==> config.mk <==
export PLATFORM = sky130hd
export DESIGN_NAME = load_store_unit
export DESIGN_NICKNAME = d
export VERILOG_FILES = /design/src/rtl/load_store_unit.sv
export SDC_FILE = /design/constraint.sdc
export NUM_CORES = 1
export LEC_CHECK = 0
export ABC_AREA = 1
export CAP_MARGIN = 20
export CORE_MARGIN = 5
export CORE_UTILIZATION = 45
export DETAILED_ROUTE_END_ITERATION = 6
export GPL_TIMING_DRIVEN = 0
export PLACE_DENSITY = 0.76
export RECOVER_POWER = 25
export SETUP_SLACK_MARGIN = 0.1
export SLEW_MARGIN = 20
export SYNTH_ARGS = -nofsm -noshare
export SYNTH_HDL_FRONTEND = slang
export SYNTH_SLANG_ARGS = --single-unit
==> constraint.sdc <==
create_clock -name clk -period 1.75 [get_ports clk]
set_input_delay 0.175 -clock clk [delete_from_list [all_inputs] [get_ports clk]]
set_output_delay 0.175 -clock clk [all_outputs]
set_load 0.05 [all_outputs]
==> src/rtl/load_store_unit.sv <==
`default_nettype none
//==============================================================================
// Module      : load_store_unit
// Description : Data-memory initiator. Runs one load/store at a time, uses
//               read-modify-write for sb/sh and sign/zero-extends load data.
// Revision    : 1.0 - initial release
//==============================================================================
module load_store_unit #(
    parameter int DMEM_ADDR_WIDTH = 10,
    parameter int REG_WIDTH       = 32
) (
    input  logic                       clk,
    input  logic                       reset_n,
    // request from the core
    input  logic                       req_valid,
    output logic                       req_ready,
    input  logic                       req_we,
    input  logic [2:0]                 req_funct3,
    input  logic [DMEM_ADDR_WIDTH-1:0] req_addr,
    input  logic [REG_WIDTH-1:0]       req_wdata,
    // response to the core
    output logic                       rsp_valid,
    input  logic                       rsp_ready,
    output logic [REG_WIDTH-1:0]       rsp_rdata,
    output logic                       rsp_err,
    // data memory
    output logic                       mem_wr_en,
    output logic [DMEM_ADDR_WIDTH-1:0] mem_addr,
    output logic [REG_WIDTH-1:0]       mem_wr_data,
    input  logic [REG_WIDTH-1:0]       mem_rd_data
);

    localparam logic [1:0] S_IDLE = 2'd0;
    localparam logic [1:0] S_RD   = 2'd1;
    localparam logic [1:0] S_WR   = 2'd2;
    localparam logic [1:0] S_RESP = 2'd3;

    logic [1:0]                 r_state;
    logic                       r_we;
    logic [2:0]                 r_funct3;
    logic [DMEM_ADDR_WIDTH-1:0] r_addr;
    logic [15:0]                r_wdata_lo;
    logic [REG_WIDTH-1:0]       r_mem_wr_data;
    logic [REG_WIDTH-1:0]       r_rsp_rdata;
    logic                       r_rsp_err;

    logic                       w_illegal;
    logic                       w_misaligned;
    logic [7:0]                 w_byte;
    logic [15:0]                w_half;
    logic [REG_WIDTH-1:0]       w_load_data;
    logic [REG_WIDTH-1:0]       w_merge_data;

    // Legality and alignment of the incoming request (evaluated in IDLE only)
    always_comb begin
        w_illegal = 1'b0;
        if (req_we) begin
            w_illegal = req_funct3[2] || (req_funct3[1:0] == 2'b11);
        end else begin
            w_illegal = (req_funct3 == 3'b011) || (req_funct3 == 3'b110) ||
                        (req_funct3 == 3'b111);
        end
        w_misaligned = 1'b0;
        case (req_funct3[1:0])
            2'b01:   w_misaligned = req_addr[0];
            2'b10:   w_misaligned = (req_addr[1:0] != 2'b00);
            default: w_misaligned = 1'b0;
        endcase
    end

    // Lane selection and extension of the word coming back from memory
    always_comb begin
        case (r_addr[1:0])
            2'b00:   w_byte = mem_rd_data[7:0];
            2'b01:   w_byte = mem_rd_data[15:8];
            2'b10:   w_byte = mem_rd_data[23:16];
            default: w_byte = mem_rd_data[31:24];
        endcase
        w_half = r_addr[1] ? mem_rd_data[31:16] : mem_rd_data[15:0];
        case (r_funct3)
            3'b000:  w_load_data = {{24{w_byte[7]}}, w_byte};
            3'b001:  w_load_data = {{16{w_half[15]}}, w_half};
            3'b100:  w_load_data = {24'd0, w_byte};
            3'b101:  w_load_data = {16'd0, w_half};
            default: w_load_data = mem_rd_data;
        endcase
    end

    // Sub-word store: splice the new byte/half into the sampled word
    always_comb begin
        w_merge_data = mem_rd_data;
        if (r_funct3[1:0] == 2'b00) begin
            case (r_addr[1:0])
                2'b00:   w_merge_data[7:0]   = r_wdata_lo[7:0];
                2'b01:   w_merge_data[15:8]  = r_wdata_lo[7:0];
                2'b10:   w_merge_data[23:16] = r_wdata_lo[7:0];
                default: w_merge_data[31:24] = r_wdata_lo[7:0];
            endcase
        end else if (r_addr[1]) begin
            w_merge_data[31:16] = r_wdata_lo;
        end else begin
            w_merge_data[15:0] = r_wdata_lo;
        end
    end

    always_ff @(posedge clk or negedge reset_n) begin
        if (!reset_n) begin
            r_state       <= S_IDLE;
            r_we          <= 1'b0;
            r_funct3      <= 3'd0;
            r_addr        <= '0;
            r_wdata_lo    <= 16'd0;
            r_mem_wr_data <= '0;
            r_rsp_rdata   <= '0;
            r_rsp_err     <= 1'b0;
        end else begin
            case (r_state)
                S_IDLE: begin
                    if (req_valid) begin
                        r_we        <= req_we;
                        r_funct3    <= req_funct3;
                        r_addr      <= req_addr;
                        r_wdata_lo  <= req_wdata[15:0];
                        r_rsp_rdata <= '0;
                        r_rsp_err   <= 1'b0;
                        if (w_illegal || w_misaligned) begin
                            r_rsp_err <= 1'b1;
                            r_state   <= S_RESP;
                        end else if (req_we && (req_funct3 == 3'b010)) begin
                            r_mem_wr_data <= req_wdata;
                            r_state       <= S_WR;
                        end else begin
                            r_state <= S_RD;
                        end
                    end
                end
                S_RD: begin
                    if (r_we) begin
                        r_mem_wr_data <= w_merge_data;
                        r_state       <= S_WR;
                    end else begin
                        r_rsp_rdata <= w_load_data;
                        r_state     <= S_RESP;
                    end
                end
                S_WR: begin
                    r_state <= S_RESP;
                end
                S_RESP: begin
                    if (rsp_ready) begin
                        r_state <= S_IDLE;
                    end
                end
                default: r_state <= S_IDLE;
            endcase
        end
    end

    // Write enable decodes the state register, so an async reset drops it at once
    assign mem_wr_en   = (r_state == S_WR);
    assign req_ready   = (r_state == S_IDLE);
    assign rsp_valid   = (r_state == S_RESP);
    assign rsp_rdata   = r_rsp_rdata;
    assign rsp_err     = r_rsp_err;
    assign mem_addr    = {r_addr[DMEM_ADDR_WIDTH-1:2], 2'b00};
    assign mem_wr_data = r_mem_wr_data;

endmodule
`default_nettype wire

==> run metrics <==
worst skew pair latency around 0.36 ns; Tightest Hold Check Type in -> reg; critical path arrival 2.04 ns; Overflow after GRT 0; pwr/cell area between 2000 and 2500 nW/um^2; Power, Total 19.4 mW; pin slew with the least headroom to its limit around 1.0 ns; Post-Syn Area per Cell 6.41 um^2; reg2reg setup slack -0.03 ns; TritonCTS Sinks 97; Layout Area Growth over Synthesis 50.7%; Final setup viols 5; Worst path top cell family by delay buffers and inverters; std cell rows 42; vias in the first global route 6472; DR vias/cell roughly 5.2; Tcrit/Tclk final 102%; core area between 10000 and 15000 um^2; Hold WS 0.345 ns; Antenna Nets Post-Route 0; Die W 126 um; H-Tree Depth 3; Starting Density 45.9%; worst r2r src r_state[1]; CP bufs+invs 3; antenna violations before repair 0; I/O pin cnt 160; CTS Buf Count 9; Fin. Hold Viols 0; number of cells on the critical path 9; RSZ-0062 raised after global routing yes; die area ~16000 um^2; max_cap viols 0; Cell Area, Synth roughly 6100 um^2; crit path launch type flop; Root Buffer Master clkbuf_16; outcome finished with violations; slowest CP cell dfrtp_1; most frequent CP cell nor2_1; final wirelength 22600 um; routed length per placed instance 17.0 um; Post-Syn Instances between 900 and 1k; sequential fraction of the synthesis area between 30% and 40%; minimum clock period ~1.8 ns; Critical Path Fanout Max 10; Netlist cell types 27; setup TNS -0.0469 ns; CTS tree done; warning count from the yosys run 0; fmax between 0.5 and 0.6 GHz; crit path kind reg -> reg; layout cells sized above 1 about a fifth; DRC Markers 0; Final Max Slew Viols 0; Worst-path clk slew ~0.070 ns; crit-path max cell delay around 0.40 ns; first-pass GRT wire length 34100 um; gr usage total 27.0%; DP Worst Slack -0.646 ns; initial DRC count between 600 and 700; HP Start req_addr[6]; Longest Clk Path Bufs 2; First-pass DRT Iterations 5; VDD IR-drop max ~1.1 mV; Leak Pwr about 4.7 nW; cell count of the worst hold path 3; # diodes 0; CP Capture Type flop; detailed placement HPWL roughly 16000 um; Fin Clk Skew 0.00865 ns; Final WS setup -0.0346 ns; violated checks negative setup slack; synthesis-stage register bit count 97; vias 6897; critical path data required time about 2.0 ns; gp weighted congestion between 0.9 and 1; crit path cell chain inv_2, ha_4, clkbuf_4, clkbuf_2, nand2_1, nor2_1, nor2_1, nand2_4, nand2_2; RR Endpoint mem_wr_data[15]; buffers added on ports between 150 and 200; Slew headroom around 30%; worst reg-to-reg path cell count 9; hold endpoint r_addr[6]; height of the die around 130 um; Final nets about 1.2k; largest net degree at the start of global routing 59; Layout Utilization 69.2%
[report_power, final]
group	leakage, nW	switching [mW]	internal (mW)
Combinational	3.39	9.01	4.72
Sequential	1.22	0.551	3.25
Clock	0.131	0.918	0.961
Total	4.74	10.5	8.93
[cells in the final DEF (no fill, tap or decap), types with 7 or more instances in the layout]
master           netlist  final
nand2_1              404    357
nor2_1               125    120
dfrtp_1               97     94
clkdlybuf4s50_1        0     80
dlygate4sd2_1          0     72
o21ai_0               77     59
inv_1                 59     55
nand3_1               53     41
nand2_2                2     41
buf_4                 16     29
clkbuf_2               0     13
clkbuf_16              0     13
o21ai_1                4     12
buf_6                  0     11
nand3_2                1     10
buf_2                 21     10
buf_8                  0      9
nor3_1                 9      9
o21ai_2                0      8
o211ai_1               8      8
a21oi_2                2      7
or2_2                  7      7
clkbuf_4               0      7
[synthesized netlist by cell type]
cell,instances,share of area [%]
a21oi_1,14,1.2
a21oi_2,2,0.29
and2_1,6,0.62
buf_1,2,0.12
buf_2,21,1.7
buf_4,16,2.0
clkbuf_1,22,1.4
clkinv_1,1,0.062
conb_1,1,0.062
dfrtp_1,97,40
ha_1,7,1.4
inv_1,59,3.6
inv_2,4,0.25
nand2_1,404,25
nand2_2,2,0.21
nand3_1,53,4.4
nand3_2,1,0.16
nand4_1,2,0.21
nor2_1,125,7.7
nor2_2,2,0.21
nor2_4,2,0.37
nor3_1,9,0.74
o211ai_1,8,0.99
o21ai_0,77,6.3
o21ai_1,4,0.33
o22ai_1,1,0.10
or2_2,7,0.72
[cell families (layout without fill, tap and decap cells)]
| kind of cell | after synthesis | count (layout) | synth area share (%) |
|---|---|---|---|
| other cells | 1 | 2 | 0.0617 |
| compound gates | 106 | 106 | 9.20 |
| flops | 97 | 97 | 39.9 |
| buf+inv | 125 | 331 | 9.14 |
| fa+ha+maj | 7 | 7 | 1.44 |
| simple gates | 613 | 613 | 40.2 |
[what timing repair did]
action / 4_1_cts / 5_1_grt
hold buffers: 1 / 0
resized for setup: 188 / 120
setup endpoints to repair: 167 / 80
setup buffers: 9 / 13
pin swaps: 14 / 42
hold endpoints to repair: 39 / 0
cloned: 6 / 5
[sequential cells by signal, indices dropped and copies added (netlist names)]
register     count
mem_wr_data     32
r_addr          10
r_funct3         3
r_state          2
r_wdata_lo      16
r_we             1
rsp_err          1
rsp_rdata       32
[how the worst max path moves through the flow]
stage / start / endpoint / slack (ns)
2_1_floorplan: r_state[1] / mem_wr_data[10] / 0.1
3_3_place_gp: reset_n / r_addr[9] / -3.20
3_5_place_dp: req_funct3[0] / mem_wr_data[15] / -0.65
4_1_cts: r_state[0] / mem_wr_data[14] / -0.03
5_1_grt: r_state[1] / rsp_rdata[23] / -0.08
6_report: r_state[1] / mem_wr_data[15] / -0.03
[stage by stage]
stage	instances	cell area, um^2
floorplan	950	6130
global placement	1283	7920
detailed placement	1284	7950
CTS	1315	8650
global route	1332	9160
finish	1332	9160
[area by class of cell]
class | instances | area [um^2]
clock inverter | 7 | 47.5
inverter | 64 | 268
tap | 176 | 220
buffer | 60 | 475
clock buffer | 9 | 225
timing repair inverter | 1 | 8.76
multi-input combinational | 728 | 3550
sequential | 97 | 2430
fill | 1144 | 4080
timing repair buffer | 190 | 1940
[worst reg2reg max path: stages, from the launching register on]
cell and delay, ns:
dfrtp_1 0.40, inv_2 0.13, ha_4 0.18, clkbuf_4 0.25, clkbuf_2 0.27, nand2_1 0.08, nor2_1 0.16, nor2_1 0.10
nand2_4 0.08, nand2_2 0.05
[routing by layer]
metal / GRT usage [%] / vias up / wire length [um]
met4: 13.3 / 0 / 978
met2: 41.3 / 320 / 10300
li1: - / 3350 / -
met1: 37.5 / 3166 / 9670
met5: 0 / - / 0
met3: 4.02 / 61 / 1690
Power figures use the tool's default switching activity.
